[src/rtl/fetch_if_id_stage.sv]
// -----------------------------------------------------------------------------
// fetch_if_id_stage
//
// Instruction-fetch stage and IF/ID pipeline register of the 5-stage RISC-V
// core. It issues one request at a time to a variable-latency instruction
// memory (req/gnt/rvalid), loads returned instructions into IF/ID, honours the
// hazard unit's hold request, and flushes wrong-path work on an EX redirect.
//
// A one-entry skid buffer catches a response that lands while IF/ID is held.
// While the skid buffer is full no new request is issued, so at most one
// instruction is ever waiting behind a held IF/ID.
//
// Ports
//   clk          in   core clock
//   rst          in   synchronous active-high reset
//   if_id_hold   in   1 = keep IF/ID contents, stop PC advance
//   redirect     in   EX branch/jump taken: flush IF/ID and refetch
//   redirect_pc  in   redirect target
//   imem_req     out  fetch request valid
//   imem_addr    out  fetch address (pc_q)
//   imem_gnt     in   memory accepts the request this cycle
//   imem_rvalid  in   response valid
//   imem_rdata   in   response instruction
//   if_id_valid  out  IF/ID holds a real instruction
//   if_id_pc     out  PC of the IF/ID instruction
//   if_id_instr  out  IF/ID instruction (NOP_INSTR when invalid)
// -----------------------------------------------------------------------------
module fetch_if_id_stage #(
  parameter int unsigned            PC_W      = 64,
  parameter int unsigned            INSTR_W   = 32,
  parameter logic [PC_W-1:0]        RESET_PC  = '0,
  parameter logic [INSTR_W-1:0]     NOP_INSTR = 32'h0000_0013
) (
  input  logic               clk,
  input  logic               rst,
  input  logic               if_id_hold,
  input  logic               redirect,
  input  logic [PC_W-1:0]    redirect_pc,
  output logic               imem_req,
  output logic [PC_W-1:0]    imem_addr,
  input  logic               imem_gnt,
  input  logic               imem_rvalid,
  input  logic [INSTR_W-1:0] imem_rdata,
  output logic               if_id_valid,
  output logic [PC_W-1:0]    if_id_pc,
  output logic [INSTR_W-1:0] if_id_instr
);

  typedef enum logic [1:0] {
    ST_IDLE  = 2'd0,  // one dead cycle after reset
    ST_ISSUE = 2'd1,  // imem_req asserted, waiting for gnt
    ST_WAIT  = 2'd2,  // request accepted, waiting for rvalid
    ST_FULL  = 2'd3   // response parked in skid, waiting for hold release
  } state_e;

  state_e               state_q,       state_d;
  logic [PC_W-1:0]      pc_q,          pc_d;
  logic [PC_W-1:0]      req_pc_q,      req_pc_d;
  logic                 kill_q,        kill_d;
  logic                 skid_valid_q,  skid_valid_d;
  logic [PC_W-1:0]      skid_pc_q,     skid_pc_d;
  logic [INSTR_W-1:0]   skid_instr_q,  skid_instr_d;
  logic                 if_id_valid_q, if_id_valid_d;
  logic [PC_W-1:0]      if_id_pc_q,    if_id_pc_d;
  logic [INSTR_W-1:0]   if_id_instr_q, if_id_instr_d;

  logic accept;   // request handed to memory this cycle
  logic rsp;      // response for the outstanding request this cycle
  logic rsp_wr;   // live response being written into IF/ID or skid

  // Request and address are pure decodes of state/pc registers.
  assign imem_req  = (state_q == ST_ISSUE);
  assign imem_addr = pc_q;
  assign accept    = imem_req & imem_gnt;
  // Responses only count while a request is outstanding; stray ones
  // (e.g. arriving after a reset) are ignored.
  assign rsp       = imem_rvalid & (state_q == ST_WAIT);

  assign if_id_valid = if_id_valid_q;
  assign if_id_pc    = if_id_pc_q;
  assign if_id_instr = if_id_instr_q;

  always_comb begin
    // NOTE: every signal gets a default here so no path leaves it unassigned;
    // otherwise synthesis infers a latch.
    state_d       = state_q;
    pc_d          = pc_q;
    req_pc_d      = req_pc_q;
    kill_d        = kill_q;
    skid_valid_d  = skid_valid_q;
    skid_pc_d     = skid_pc_q;
    skid_instr_d  = skid_instr_q;
    if_id_valid_d = if_id_valid_q;
    if_id_pc_d    = if_id_pc_q;
    if_id_instr_d = if_id_instr_q;
    rsp_wr        = 1'b0;

    if (redirect) begin
      // Flush: IF/ID becomes a bubble (pc kept), skid dropped, refetch.
      if_id_valid_d = 1'b0;
      if_id_instr_d = NOP_INSTR;
      skid_valid_d  = 1'b0;
      pc_d          = redirect_pc;
      if (rsp) begin
        // The in-flight response is the wrong-path one: drop it directly.
        kill_d  = 1'b0;
        state_d = ST_ISSUE;
      end else if ((state_q == ST_WAIT) || accept) begin
        // A response is still coming back; mark it for discard.
        kill_d  = 1'b1;
        state_d = ST_WAIT;
      end else begin
        state_d = ST_ISSUE;
      end
    end else begin
      unique case (state_q)
        ST_IDLE: state_d = ST_ISSUE;

        ST_ISSUE: begin
          // Accept is allowed under hold: the skid buffer absorbs the reply.
          if (imem_gnt) begin
            req_pc_d = pc_q;
            pc_d     = pc_q + PC_W'(4);
            state_d  = ST_WAIT;
          end
        end

        ST_WAIT: begin
          if (rsp) begin
            if (kill_q) begin
              kill_d  = 1'b0;
              state_d = ST_ISSUE;
            end else if (!if_id_valid_q || !if_id_hold) begin
              rsp_wr        = 1'b1;
              if_id_valid_d = 1'b1;
              if_id_pc_d    = req_pc_q;
              if_id_instr_d = imem_rdata;
              state_d       = ST_ISSUE;
            end else begin
              rsp_wr       = 1'b1;
              skid_valid_d = 1'b1;
              skid_pc_d    = req_pc_q;
              skid_instr_d = imem_rdata;
              state_d      = ST_FULL;
            end
          end
        end

        ST_FULL: begin
          if (!if_id_hold) state_d = ST_ISSUE;
        end

        default: state_d = ST_IDLE;
      endcase

      // IF/ID advances when not held and not just written by a response:
      // drain the skid if occupied, otherwise insert a bubble.
      if (!rsp_wr && !if_id_hold) begin
        if (skid_valid_q) begin
          if_id_valid_d = 1'b1;
          if_id_pc_d    = skid_pc_q;
          if_id_instr_d = skid_instr_q;
          skid_valid_d  = 1'b0;
        end else begin
          if_id_valid_d = 1'b0;
          if_id_instr_d = NOP_INSTR;
        end
      end
    end
  end

  // NOTE: sequential state uses non-blocking assignments so every register
  // samples its pre-edge value, independent of statement order.
  always_ff @(posedge clk) begin
    if (rst) begin
      state_q       <= ST_IDLE;
      pc_q          <= RESET_PC;
      req_pc_q      <= '0;
      kill_q        <= 1'b0;
      skid_valid_q  <= 1'b0;
      skid_pc_q     <= '0;
      skid_instr_q  <= NOP_INSTR;
      if_id_valid_q <= 1'b0;
      if_id_pc_q    <= '0;
      if_id_instr_q <= NOP_INSTR;
    end else begin
      state_q       <= state_d;
      pc_q          <= pc_d;
      req_pc_q      <= req_pc_d;
      kill_q        <= kill_d;
      skid_valid_q  <= skid_valid_d;
      skid_pc_q     <= skid_pc_d;
      skid_instr_q  <= skid_instr_d;
      if_id_valid_q <= if_id_valid_d;
      if_id_pc_q    <= if_id_pc_d;
      if_id_instr_q <= if_id_instr_d;
    end
  end

endmodule

[config.mk]
export PLATFORM = sky130hd
export DESIGN_NAME = fetch_if_id_stage
export DESIGN_NICKNAME = d
export VERILOG_FILES = /design/src/rtl/fetch_if_id_stage.sv
export SDC_FILE = /design/constraint.sdc
export NUM_CORES = 1
export LEC_CHECK = 0
export ABC_AREA = 1
export ABC_CLOCK_PERIOD_IN_PS = 2500
export CORE_ASPECT_RATIO = 2
export CORE_MARGIN = 2
export CORE_UTILIZATION = 40
export CTS_CLUSTER_DIAMETER = 80
export DETAILED_ROUTE_END_ITERATION = 10
export DONT_BUFFER_PORTS = 1
export PLACE_DENSITY = 0.51
export SLEW_MARGIN = 20
export SYNTH_ARGS = -nofsm -noshare
export SYNTH_HDL_FRONTEND = slang
export SYNTH_SLANG_ARGS = --single-unit
export TNS_END_PERCENT = 1
[constraint.sdc]
create_clock -name clk -period 2.5 [get_ports clk]
set_input_delay 0.375 -clock clk [delete_from_list [all_inputs] [get_ports clk]]
set_output_delay 0.375 -clock clk [all_outputs]
set_load 0.01 [all_outputs]
==> results of run 1 <==
## cell usage in the layout, fill, tap and decap left out, drive strengths merged, types with 3 or more instances in the layout
cell type	netlist	routed
a31oi	11	11
nor3	11	11
clkbuf	70	48
o221ai	3	3
inv	197	198
xor2	11	11
a21oi	174	174
o21ai	353	353
ha	5	5
nand3	78	78
xnor2	8	8
dlygate4sd3	0	41
dfxtp	325	325
nand3b	4	4
o22ai	59	59
o211ai	12	12
a22oi	5	5
diode	0	3
buf	70	75
clkinv	2	8
nand4	4	4
nor2	319	319
nand2	443	443
bufinv	0	4
o21bai	4	4
a211oi	15	15
## synthesized netlist by cell type (2+ instances only)
master                       n  share of area (%)
sky130_fd_sc_hd__clkinv_1    2              0.050
sky130_fd_sc_hd__clkbuf_1   70                1.7
sky130_fd_sc_hd__o211ai_1   12               0.59
sky130_fd_sc_hd__buf_4       7               0.35
sky130_fd_sc_hd__nor2_4      6               0.45
sky130_fd_sc_hd__buf_1       5               0.12
sky130_fd_sc_hd__nand4_1     4               0.17
sky130_fd_sc_hd__buf_2      51                1.7
sky130_fd_sc_hd__nor3_2      2               0.13
sky130_fd_sc_hd__nand3b_1    4               0.20
sky130_fd_sc_hd__a21oi_1   172                5.7
sky130_fd_sc_hd__inv_1     193                4.8
sky130_fd_sc_hd__nor2_1    298                7.4
sky130_fd_sc_hd__o31ai_1     2              0.099
sky130_fd_sc_hd__ha_1        5               0.41
sky130_fd_sc_hd__xnor2_1     8               0.46
sky130_fd_sc_hd__nand2_1   432                 11
sky130_fd_sc_hd__o21ai_1    12               0.40
sky130_fd_sc_hd__a22oi_1     5               0.25
sky130_fd_sc_hd__nand3_1    77                2.5
sky130_fd_sc_hd__nor3_1      9               0.30
sky130_fd_sc_hd__buf_6       7               0.52
sky130_fd_sc_hd__a31oi_1    11               0.45
sky130_fd_sc_hd__a211oi_1   15               0.74
sky130_fd_sc_hd__dfxtp_1   325                 43
sky130_fd_sc_hd__o221ai_1    3               0.17
sky130_fd_sc_hd__o21ai_0   341                 11
sky130_fd_sc_hd__o21bai_1    4               0.20
sky130_fd_sc_hd__a21oi_2     2               0.12
sky130_fd_sc_hd__nor2_2     14               0.58
sky130_fd_sc_hd__a22o_1      2               0.12
sky130_fd_sc_hd__inv_2       4              0.099
sky130_fd_sc_hd__xor2_1     11               0.64
sky130_fd_sc_hd__nand2_2    10               0.41
sky130_fd_sc_hd__o22ai_1    59                2.4
## repair_timing
action / in CTS / in global routing
endpoints found under the hold margin: 105 / 0
hold buffers: 42 / 0
resized for setup: 0 / 0
endpoints found under the setup margin: 0 / 0
## metrics by stage
step | hold WS (ns) | std cells | instance area [µm²]
2_1_floorplan | 0.4289 | 2197 | 15150
5_1_grt | 0.01854 | 2695 | 17370
3_3_place_gp | 0.4409 | 2590 | 15760
4_1_cts | 0.001030 | 2693 | 17360
6_report | 0.02608 | 2696 | 17370
3_5_place_dp | 0.4497 | 2590 | 15760
## layout make-up
type | instances | area [µm²] | area share (%)
inverters | 199 | 749.5 | 4.315
well taps | 459 | 574.3 | 3.307
diodes | 3 | 7.507 | 0.04322
clock inverters | 13 | 181.4 | 1.045
flip-flops and latches | 325 | 6506 | 37.46
multi-input cells | 1533 | 7258 | 41.79
clock buffers | 48 | 984.7 | 5.670
repair buffers | 116 | 1106 | 6.368
## flip-flops by register name, summed over array words and instances, names as in the netlist
register	flops
imem_addr	64
skid_valid_q	1
kill_q	1
state_q	2
if_id_valid	1
skid_pc_q	64
req_pc_q	64
if_id_instr	32
if_id_pc	64
skid_instr_q	32
## worst min path at each step
stage	from	end	slack, ns	depth (start not counted)
final	redirect	imem_addr[5]	0.03	2
after global routing	redirect	imem_addr[5]	0.02	2
after CTS	redirect	imem_addr[7]	0.001	1
after detailed placement	skid_instr_q[1]	skid_instr_q[1]	0.45	2
after global placement	skid_instr_q[1]	skid_instr_q[1]	0.44	2
after floorplan	skid_instr_q[0]	skid_instr_q[0]	0.43	2
## layer usage
layer  GRT usage, %  wire length [µm]  share of wire (%)  vias to the layer above
met5              0                 9              0.016                        -
met4          13.92              3145                5.5                        2
met3          5.642              3557                6.2                      116
met2          50.17             28620                 50                      499
met1          31.68             21780                 38                     6867
li1               -                 -                  -                     7272
## power breakdown
group | total (mW) | internal [mW] | switching [mW]
clock network | 5.39 | 3.18 | 2.21
registers | 5.71 | 5.41 | 0.293
logic | 1.36 | 0.469 | 0.890
total | 12.5 | 9.06 | 3.40
## critical path, stage by stage, from the launching register on
cell                       delay (ns)
sky130_fd_sc_hd__dfxtp_1         0.35
sky130_fd_sc_hd__inv_1           0.09
sky130_fd_sc_hd__ha_1            0.21
sky130_fd_sc_hd__nand2_2         0.11
sky130_fd_sc_hd__nor2_4          0.18
sky130_fd_sc_hd__nand2_4         0.19
sky130_fd_sc_hd__inv_2           0.15
sky130_fd_sc_hd__nor2_2          0.06
sky130_fd_sc_hd__inv_2           0.45
sky130_fd_sc_hd__o221ai_1        0.25
sky130_fd_sc_hd__nand3_1         0.11
## cells by family after synthesis
family / after synthesis / synth area share (%)
adder cells (fa/ha/maj): 5 / 0.4128
AND/OR/NAND/NOR: 861 / 23.21
buffers and inverters: 339 / 9.339
AO/OA/AOI/OAI: 648 / 23.00
XOR/XNOR: 19 / 1.098
flip-flops: 325 / 42.94
==> results.txt, run 1 <==
- The flow ran to the end, and the final reports show no timing, DRC or antenna violations.
* Final sum of negative setup slack: 0 ns
* Data required, critical path: 2.97 ns
- Timing analysis after detailed placement gives a worst setup slack of roughly 0.30 ns.
- Slack of the worst reg-to-reg path: between 0.2 and 0.3 ns
* DRC Markers: 0
* Die Span Y: between 200 and 300 µm
- Final HPWL DP: a little over 40 mm
- The first routing iteration left 1018 violations.
- Synthesis produced 2197 cells.
* Overall global routing resource usage: between 20% and 30%
* Via-per-instance ratio: 5.473
- Slew headroom: around 55%
- After synthesis the cells add up to between 0.015 and 0.02 mm².
* Worst Setup Start Kind: flop
- Peak Freq: 445.3 MHz
* Fraction of synthesis flops using an asynchronous set or reset pin: 0%
* Layout net count: approximately 2300
* Design Power: approximately 12 mW
- Proportion of layout cells with a drive suffix above 1: 8.013%
- Worst setup path startpoint: state_q[0]
* Overflow left after global routing: 0
- Count of flip-flops with a built-in enable after synthesis: 0
* Number of setup violations in the final report: 0
- Floorplan die area: slightly below 0.04 mm²
- In this run the worst setup path terminates at if_id_instr[0].
- CTS saw roughly 330 sinks.
- CTS built an H-tree with a depth of 2.
- Max-slew violation total from the final report: 0
* Total of fill cells in the finished design: 3907
- The worst-case IR drop observed on VDD is 0.0005703 V.
* Library cells used by synthesis: 48
- Data on the critical path arrives at its endpoint at roughly 2.7 ns.
* Area growth syn-to-layout: 14.61%
- In this run, CTS created clock tree buffers numbering 34.
- 264 I/O pins were placed.
* Period utilisation layout: between 80% and 90%
- When the netlist entered floorplanning its net count stood at between 2000 and 2500.
- Entering global routing, the biggest net connects just under 80 pins.
- Synth Register Bits: ~330
- STA classifies the critical path endpoint as a flop.
- Dividing the synthesized area by the synthesized cell count gives between 6 and 7 µm².
- Insertion delay to the later sink of the worst-skew pair: 0.53 ns
- The min-delay analysis places its worst path in the category in -> reg.
- Tmin final: ~2.2 ns
- The analysis attributes to cell leakage a power of roughly 7.3 nW.
* Worst setup slack after layout: around 0.25 ns
- Sequential elements use between 40% and 50% of the synthesized area.
- Largest buffer count on any clock path: 3
- The floorplan step defined a core boundary enclosing approximately 0.037 mm².
* Library cell used as clock root buffer: sky130_fd_sc_hd__clkbuf_16
* Fin util: a little under half
- Total number of placement rows: 100
- The routed design has 57.11 mm of wire.
- Warning count from the yosys run: 0
- Most used flip-flop cell after synthesis: sky130_fd_sc_hd__dfxtp_1
* Clock tree skew after final layout: ~0.013 ns
- Post-CTS setup-driven buffer insertion count: 0
* Crit Path Category: reg -> reg
* Worst-path clk slew: ~0.070 ns
- The first TritonRoute pass finished after 7 iterations.
- Measured in cells, the most critical reg-to-reg path has a length of 10.
- Max cap viols: 0
- The final hold violation count is 0.
* Number of I/O port buffers: 0
- CTS tree: yes
- The via count of the first global-routing pass is between 10000 and 15000.
- Slew at the pin closest to its max-slew limit: approximately 0.67 ns
- In this run the critical register-to-register path is launched from state_q[0].
- Pwr/cell area: 717.3 mW/mm²
* Average wire per standard cell: between 20 and 25 µm
* Global placer's final weighted congestion: approximately 0.96
- The worst register-to-register path ends at if_id_instr[0].
- Die boundary width: 141.6 µm
- First-pass GRT wire length: 85.57 mm
* Initial antenna violation count: 4
* Initial core utilization: between 40% and 50%
- Setup repair after global routing left no endpoint under its margin.
- Total via count in the routed design: around 15000
- Antenna Violating Nets Remaining: 0
* Max Fanout on Critical Path: 32
Power figures use the tool's default switching activity.
==> inputs of run 2 (changes only) <==
--- a/config.mk
+++ b/config.mk
@@ -10,6 +10,7 @@
 export CORE_ASPECT_RATIO = 2
 export CORE_MARGIN = 2
 export CORE_UTILIZATION = 40
+export CTS_BUF_LIST = sky130_fd_sc_hd__clkbuf_4 sky130_fd_sc_hd__clkbuf_8
 export CTS_CLUSTER_DIAMETER = 80
 export DETAILED_ROUTE_END_ITERATION = 10
 export DONT_BUFFER_PORTS = 1
==> results.txt, run 2 (same netlist as run 1, synthesis figures left out) <==
* Pwr/cell area: 673.0 mW/mm² (-6.2%)
- Floorplan die area: 0.03955 mm² (unchanged)
* Net load switching power: 3.374 mW (-0.68%)
- Fraction of power consumed by sequential logic: 48.2% (+2.4 points)
- The portion of the clock cycle consumed by the worst path in the final layout came to 90.08% (+0.24 points).
- In this run the worst hold path is classified as in -> reg.
- Switching share of total power: 28.49% (+1.2 points)
- The highest fanout seen on the critical path came to 9 (-72%).
* Overall global routing resource usage: 28.39% (+0.20 points)
- The number of instances resized during post-cts repair came to 0 (unchanged).
- Final number of hold-violating endpoints: 0 (unchanged)
- Max cap viols: 0 (unchanged)
- Overflow left after global routing: 0 (unchanged)
* Starting DRT DRC Count: 895 (-12%)
- The number of nets at the end of the flow was 2365 (+2.1%).
- Worst-path clk slew: 0.07 ns (about the same)
- Proportion of layout cells with a drive suffix above 1: 9.123% (+1.1 points)
- The via density per instance is 5.433 (-0.74%).
- Insertion delay to the later sink of the worst-skew pair: 0.61 ns (+0.08 ns)
- The final sum of negative setup slack is 0 ns (unchanged).
* Critical Path Max Stage Delay: 0.57 ns (+0.12 ns)
* Die boundary width: 141.6 µm (unchanged)
* Global placer's final weighted congestion: 0.9608 (unchanged)
- The worst vdd rail ir drop was 0.0004444 V (-22%).
* Post-Layout Inst Area: 0.01759 mm² (+1.3%)
* Clock tree skew after final layout: 0.03324 ns (+0.02028 ns)
* Crit Path Category: reg -> reg
- Dpl ws: 0.3027 ns (unchanged)
- The cell-internal power is 8.468 mW (-6.5%).
- The number of cells on the worst hold path is 4 (+2).
* Antenna Violating Nets Remaining: 0 (unchanged)
- The worst reg-to-reg path cell count was 7 (-3).
* Slack of the worst reg-to-reg path: 0.25 ns (about the same)
- The library cell used most frequently in the layout, excluding fill and tap cells, is sky130_fd_sc_hd__nand2_1.
- CP delay by family, top: buffers and inverters
- Die Span Y: 279.3 µm (unchanged)
- Largest buffer count on any clock path: 3 (unchanged)
* CTS tree: yes
- Worst setup slack after layout: 0.2480 ns (-0.006120 ns)
- Depth of the CTS H-tree: 2 (unchanged)
- Core area: 0.03729 mm² (unchanged)
- In this run the most critical hold path is launched from redirect_pc[55].
- Clock buffer count from CTS: 48 (+41%)
* First-pass GRT wire length: 86.36 mm (+0.92%)
* Cell chain of the critical path: inv_1, ha_1, nand2_2, clkinv_1, o211ai_1, a21oi_1, dlygate4sd3_1
- Length of the first detailed-routing pass in iterations: 5 (-2)
* Boundary Pins: 264 (unchanged)
- Library cell used as clock root buffer: sky130_fd_sc_hd__clkbuf_8
* CP max stage cell: sky130_fd_sc_hd__dlygate4sd3_1
- Pin count of the biggest net entering global routing: 78 (unchanged)
- Clock sinks: 325 (unchanged)
* Combinational cell fraction of total power: 12.1% (+1.2 points)
* Fin util: 47.19% (+0.61 points)
- Signal arrival time at the worst endpoint: 2.74 ns (+0.03 ns)
* Via count of the first global-routing pass: 14340 (+2.3%)
- Hold-critical path endpoint: imem_addr[55]
* DP Area: 0.01576 mm² (unchanged)
- The startpoint identified for the worst register-to-register timing path is state_q[1].
- STA classifies the critical path startpoint as a flop.
- Kind of end point of the critical path: flop
- Slew headroom: 54.42% (-0.78 points)
- Peak Freq: 444.1 MHz (-0.27%)
- The hold-fix buffer count after cts is 77 (+83%).
- LEAKAGE: 7.457 nW (+1.7%)
* DRC Markers: 0 (unchanged)
- The number of endpoints failing setup at the final stage came to 0 (unchanged).
- Commonest cells after routing, fill and taps aside: sky130_fd_sc_hd__nand2_1 (431), sky130_fd_sc_hd__o21ai_0 (341), sky130_fd_sc_hd__dfxtp_1 (325), sky130_fd_sc_hd__nor2_1 (297), sky130_fd_sc_hd__inv_1 (189)
- Tmin final: 2.252 ns (+0.006120 ns)
- Relative to the synthesized area, the layout overhead comes to 16.11%.
- The standard-cell row count is 100 (unchanged).
- The count of input and output buffers is 0 (unchanged).
- Setup repair after global routing left no endpoint under its margin.
* Total via count in the routed design: 14950 (+1.3%)
- Initial core utilization: 40.64% (unchanged)
- The tightest hold margin came to 0.03329 ns (+0.007206 ns).
* Initial antenna violation count: 1 (-3)
* Max-slew violation total from the final report: 0 (unchanged)
* Run status: finished, final reports clean
- The combined buffer and inverter count along the critical path is 3 (unchanged).
* Average wire per standard cell: 20.92 µm (-1.2%)
- Final HPWL DP: 40.70 mm (unchanged)
* Post-CTS setup-driven buffer insertion count: 0 (unchanged)
- Endpoint of the worst register-to-register path: kill_q
* Clock network power share: 39.7% (-3.6 points)
- The total length of routed wires was 57.58 mm (+0.84%).
- The worst path required time came to 2.99 ns (+0.02 ns).
- Slew at the pin closest to its max-slew limit: 0.6837 ns (+0.01165 ns)
-- run 2: cell count changes in the layout (fill, tap and decap cells not counted), moves of 2 or more --
| cell | previous run | this run |
|---|---|---|
| sky130_fd_sc_hd__dlygate4sd3_1 | 41 | 75 |
| sky130_fd_sc_hd__clkbuf_4 | 0 | 11 |
| sky130_fd_sc_hd__clkbuf_16 | 35 | 0 |
| sky130_fd_sc_hd__clkbuf_8 | 6 | 64 |
| sky130_fd_sc_hd__clkbuf_1 | 7 | 0 |
| sky130_fd_sc_hd__clkinv_4 | 2 | 0 |
| sky130_fd_sc_hd__bufinv_16 | 4 | 1 |
-- run 2: worst max-delay path by stage --
stage | slack, ns | start | end | depth (start not counted)
floorplan | 0.74 | imem_addr[2] | imem_addr[60] | 12
global placement | 0.36 | state_q[0] | skid_pc_q[31] | 10
detailed placement | 0.30 | state_q[0] | if_id_instr[0] | 10
CTS | 0.27 | state_q[1] | imem_addr[4] | 8
global route | 0.08 | state_q[0] | if_id_instr[12] | 10
finish | 0.25 | state_q[1] | kill_q | 7
-- run 2: per-layer routing --
layer | track usage (%) | part of all wire [%] | vias up
met5 | 0 | 0 | -
met4 | 14.08 | 5.3 | 0
met3 | 5.231 | 6.2 | 124
met2 | 50.88 | 51 | 518
met1 | 31.87 | 38 | 6953
li1 | - | - | 7356
-- run 2: metrics by stage --
stage | cells | total power [mW]
finish | 2752 | 11.84
detailed placement | 2590 | 7.091
global placement | 2590 | 7.061
global route | 2751 | 12.33
floorplan | 2197 | 6.623
CTS | 2750 | 11.96
-- run 2: tightest hold or removal path: cells and delay by family --
kind	cells	cell delay (ns)
simple gates	2	0.11
compound gates	2	0.11
-- run 2: final cells by class --
class	instances	area, µm²
clock inverter	8	71.32
multi-input combinational	1533	7258
clock buffer	75	963.4
inverter	199	749.5
fill	3918	19690
sequential	325	6506
timing repair buffer	151	1466
antenna	2	5.005
tap	459	574.3
-- run 2: power by group through the flow --
| stage | Clock, mW | Combinational [mW] | Sequential, mW |
|---|---|---|---|
| after detailed placement | 0 | 1.27 | 5.82 |
| after global placement | 0 | 1.24 | 5.82 |
| after global routing | 5.01 | 1.59 | 5.73 |
| after floorplan | 0 | 0.881 | 5.74 |
| after CTS | 4.83 | 1.43 | 5.71 |
| final | 4.70 | 1.43 | 5.71 |
==> inputs of run 3 (changes only) <==
--- a/config.mk
+++ b/config.mk
@@ -6,7 +6,7 @@
 export NUM_CORES = 1
 export LEC_CHECK = 0
 export ABC_AREA = 1
-export ABC_CLOCK_PERIOD_IN_PS = 2500
+export ABC_CLOCK_PERIOD_IN_PS = 1900
 export CORE_ASPECT_RATIO = 2
 export CORE_MARGIN = 2
 export CORE_UTILIZATION = 40
@@ -14,7 +14,8 @@
 export CTS_CLUSTER_DIAMETER = 80
 export DETAILED_ROUTE_END_ITERATION = 10
 export DONT_BUFFER_PORTS = 1
-export PLACE_DENSITY = 0.51
+export PLACE_DENSITY = 0.53
+export SKIP_LAST_GASP = 1
 export SLEW_MARGIN = 20
 export SYNTH_ARGS = -nofsm -noshare
 export SYNTH_HDL_FRONTEND = slang
==> constraint.sdc (replaced) <==
create_clock -name clk -period 1.9 [get_ports clk]
set_input_delay 0.285 -clock clk [delete_from_list [all_inputs] [get_ports clk]]
set_output_delay 0.285 -clock clk [all_outputs]
set_load 0.01 [all_outputs]
==> results.txt, run 3 (same netlist as run 1, synthesis figures left out) <==
- Setup repair after global routing missed its margin: yes
* Peak Freq: 514.7 MHz (+16%)
* Initial antenna violation count: 5 (+4)
- The number of cells on the worst hold path came to 1 (-3).
* Boundary Pins: 264 (unchanged)
- Number of I/O port buffers: 0 (unchanged)
* Library cell used as clock root buffer: sky130_fd_sc_hd__clkbuf_8
- Clock tree skew after final layout: 0.02425 ns (-0.008999 ns)
* Cell Count, Final, Fillers Out: 2856 (+3.8%)
- The aggregate global routing overflow was 0 (unchanged).
- Final number of hold-violating endpoints: 70 (+70)
- Worst setup slack after layout: -0.04275 ns (-0.2908 ns)
- The count of nets left with antenna violations after detail routing is 0 (unchanged).
* Average wire per standard cell: 21.56 µm (+3.0%)
* Placed insts: 2708 (+4.6%)
- The measured slew at the worst slew-check pin was 0.5724 ns (-0.1113 ns).
- Signal arrival time at the worst endpoint: 2.44 ns (-0.30 ns)
- Broken down by cell family, the worst path's largest delay share belongs to simple AND/OR/NAND/NOR gates.
* Proportion of layout cells with a drive suffix above 1: 14.84% (+5.7 points)
* Crit Path Category: reg -> reg
- The clock insertion delay at the later pin of the skew report came to 0.61 ns (about the same).
* DRC Markers: 0 (unchanged)
* Clock buffer count from CTS: 48 (unchanged)
* Overall global routing resource usage: 29.73% (+1.3 points)
* Die boundary width: 141.6 µm (unchanged)
- Peak supply drop: 0.0006740 V (+52%)
* Commonest cells after routing, fill and taps aside: sky130_fd_sc_hd__nand2_1 (431), sky130_fd_sc_hd__o21ai_0 (341), sky130_fd_sc_hd__dfxtp_1 (322), sky130_fd_sc_hd__nor2_1 (286), sky130_fd_sc_hd__inv_1 (188)
* Length of the first detailed-routing pass in iterations: 5 (unchanged)
* Kind of end point of the critical path: flop
* Violations in the final reports: hold timing, setup timing
* Footprint of the multi-input gates: 0.007318 mm² (+0.83%)
- Data required, critical path: 2.40 ns (-0.59 ns)
* Tightest hold margin: -0.2271 ns (-0.2604 ns)
- Max Fanout on Critical Path: 4 (-5)
- Global placer's final weighted congestion: 1.002 (+4.3%)
- Total via count in the routed design: 15550 (+4.0%)
- The number of sinks driven by the clock tree is 325 (unchanged).
- The power consumption came to 16.09 mW (+36%).
- The placed wire-length estimate after detailed placement was 42.55 mm (+4.6%).
- Tmin final: 1.943 ns (-0.3092 ns)
- Fin util: 50.05% (+2.9 points)
- Layout net count: 2463 (+4.1%)
* Initial core utilization: 40.64% (unchanged)
* Logic depth of the worst path, buffers included: 10 (+3)
- Starting DRT DRC Count: 970 (+8.4%)
- Depth of the CTS H-tree: 2 (unchanged)
- Combined buffer and inverter count along the critical path: 3 (unchanged)
* Final WL: 61.58 mm (+6.9%)
* CP max stage cell: sky130_fd_sc_hd__dfxtp_1
* Run status: finished, violations left
* FF/Latch Area: 0.006513 mm² (about the same)
- Floorplan die area: 0.03955 mm² (unchanged)
* Die Span Y: 279.3 µm (unchanged)
- CTS tree: yes
* Largest buffer count on any clock path: 3 (unchanged)
- The met3 track demand over resource came to 6.002% (+0.77 points).
* Number of hold buffers added after cts: 49 (-36%)
- Most common cell after layout, fill and taps aside: sky130_fd_sc_hd__nand2_1
* Core area: 0.03729 mm² (unchanged)
- Critical Path Max Stage Delay: 0.34 ns (-0.23 ns)
- Area growth syn-to-layout: 23.16%
* Total number of placement rows: 100 (unchanged)
* Worst Setup Start Kind: flop
* Gr busiest metal: met2
- Pwr/cell area: 862.1 mW/mm² (+28%)
- Met1 capacity usage during global routing: 31.97% (+0.10 points)
- First-pass GRT wire length: 89.63 mm (+3.8%)
- Cell chain of the critical path: ha_1, inv_1, nor2_2, buf_4, nand3_1, nor2_1, buf_4, nor2_1, o21ai_0, a21oi_1
* Max cap viols: 0 (unchanged)
- The number of slew-limit violations in the final report was 0 (unchanged).
- The pin count of the biggest net entering global routing was 104 (+33%).
- The via density per instance was 5.443 (+0.19%).
- The portion of the clock cycle consumed by the worst path in the final layout is 102.3% (+12 points).
- In this run the worst hold path is classified as in -> reg.
- The fill cell total of the finished layout came to 3816 (-2.6%).
- The headroom to the max-slew limit was 61.71% (+7.3 points).
- The leakage dissipation is 8.105 nW (+8.7%).
- The number of endpoints failing setup at the final stage came to 51 (+51).
- Worst-path clk slew: 0.07 ns (about the same)
- Global-route met2 utilization: 52.74% (+1.9 points)
- The via count of the first global-routing pass was 15120 (+5.5%).
* Cell count of the worst reg-to-reg path: 10 (+3)
==> run 3: cell types whose count changed in the layout (fill, tap and decap cells not counted), sizes merged <==
cell,previous run,this run
buf,76,196
clkbuf,75,78
diode,2,5
clkinv,7,9
dlygate4sd3,75,48
bufinv,1,4
==> run 3: report_power, final <==
group	internal, mW	switching (mW)
sequential	7.13	0.313
clock	3.65	2.87
combinational	0.805	1.33
==> run 3: per-stage QoR <==
step                      hold slack, ns  TNS [ns]  setup slack, ns  instance area, µm²
after floorplan                   0.4113         0           0.1362               15150
after global placement            0.3740  -0.08074         -0.06035               16780
after global routing             -0.2459    -11.31          -0.1275               18660
final                            -0.2271   -0.9003         -0.04275               18660
after detailed placement          0.3740   -0.4523         -0.07055               16780
after CTS                        -0.2593    -1.286         -0.06358               18420
==> run 3: routing by layer <==
layer  routed length (µm)  vias to the layer above
met2                31240                      551
li1                     -                     7555
met5                    0                        -
met1                22600                     7293
met4                 4040                        0
met3                 3695                      146
==> run 3: final timing paths <==
check	startpoint	to	slack, ns
max reg2reg	imem_addr[2]	imem_addr[30]	-0.04
max	imem_addr[2]	imem_addr[30]	-0.04
min	rst	imem_addr[9]	-0.23
min reg2reg	skid_instr_q[8]	if_id_instr[8]	0.46
==> run 3: cell type report <==
type	count	area share, %
diodes	5	0.06704
flip-flops and latches	325	34.90
well taps	459	3.077
clock inverters	13	0.9185
repair buffers	249	12.83
multi-input cells	1533	39.21
clock buffers	73	4.948
inverters	199	4.056
==> run 3: what timing repair did <==
action / 4_1_cts / 5_1_grt
setup endpoints to repair: 38 / 239
pin swaps: 0 / 2
resized for setup: 4 / 29
gates cloned: 1 / 6
hold endpoints to repair: 152 / 70
setup buffers: 0 / 2
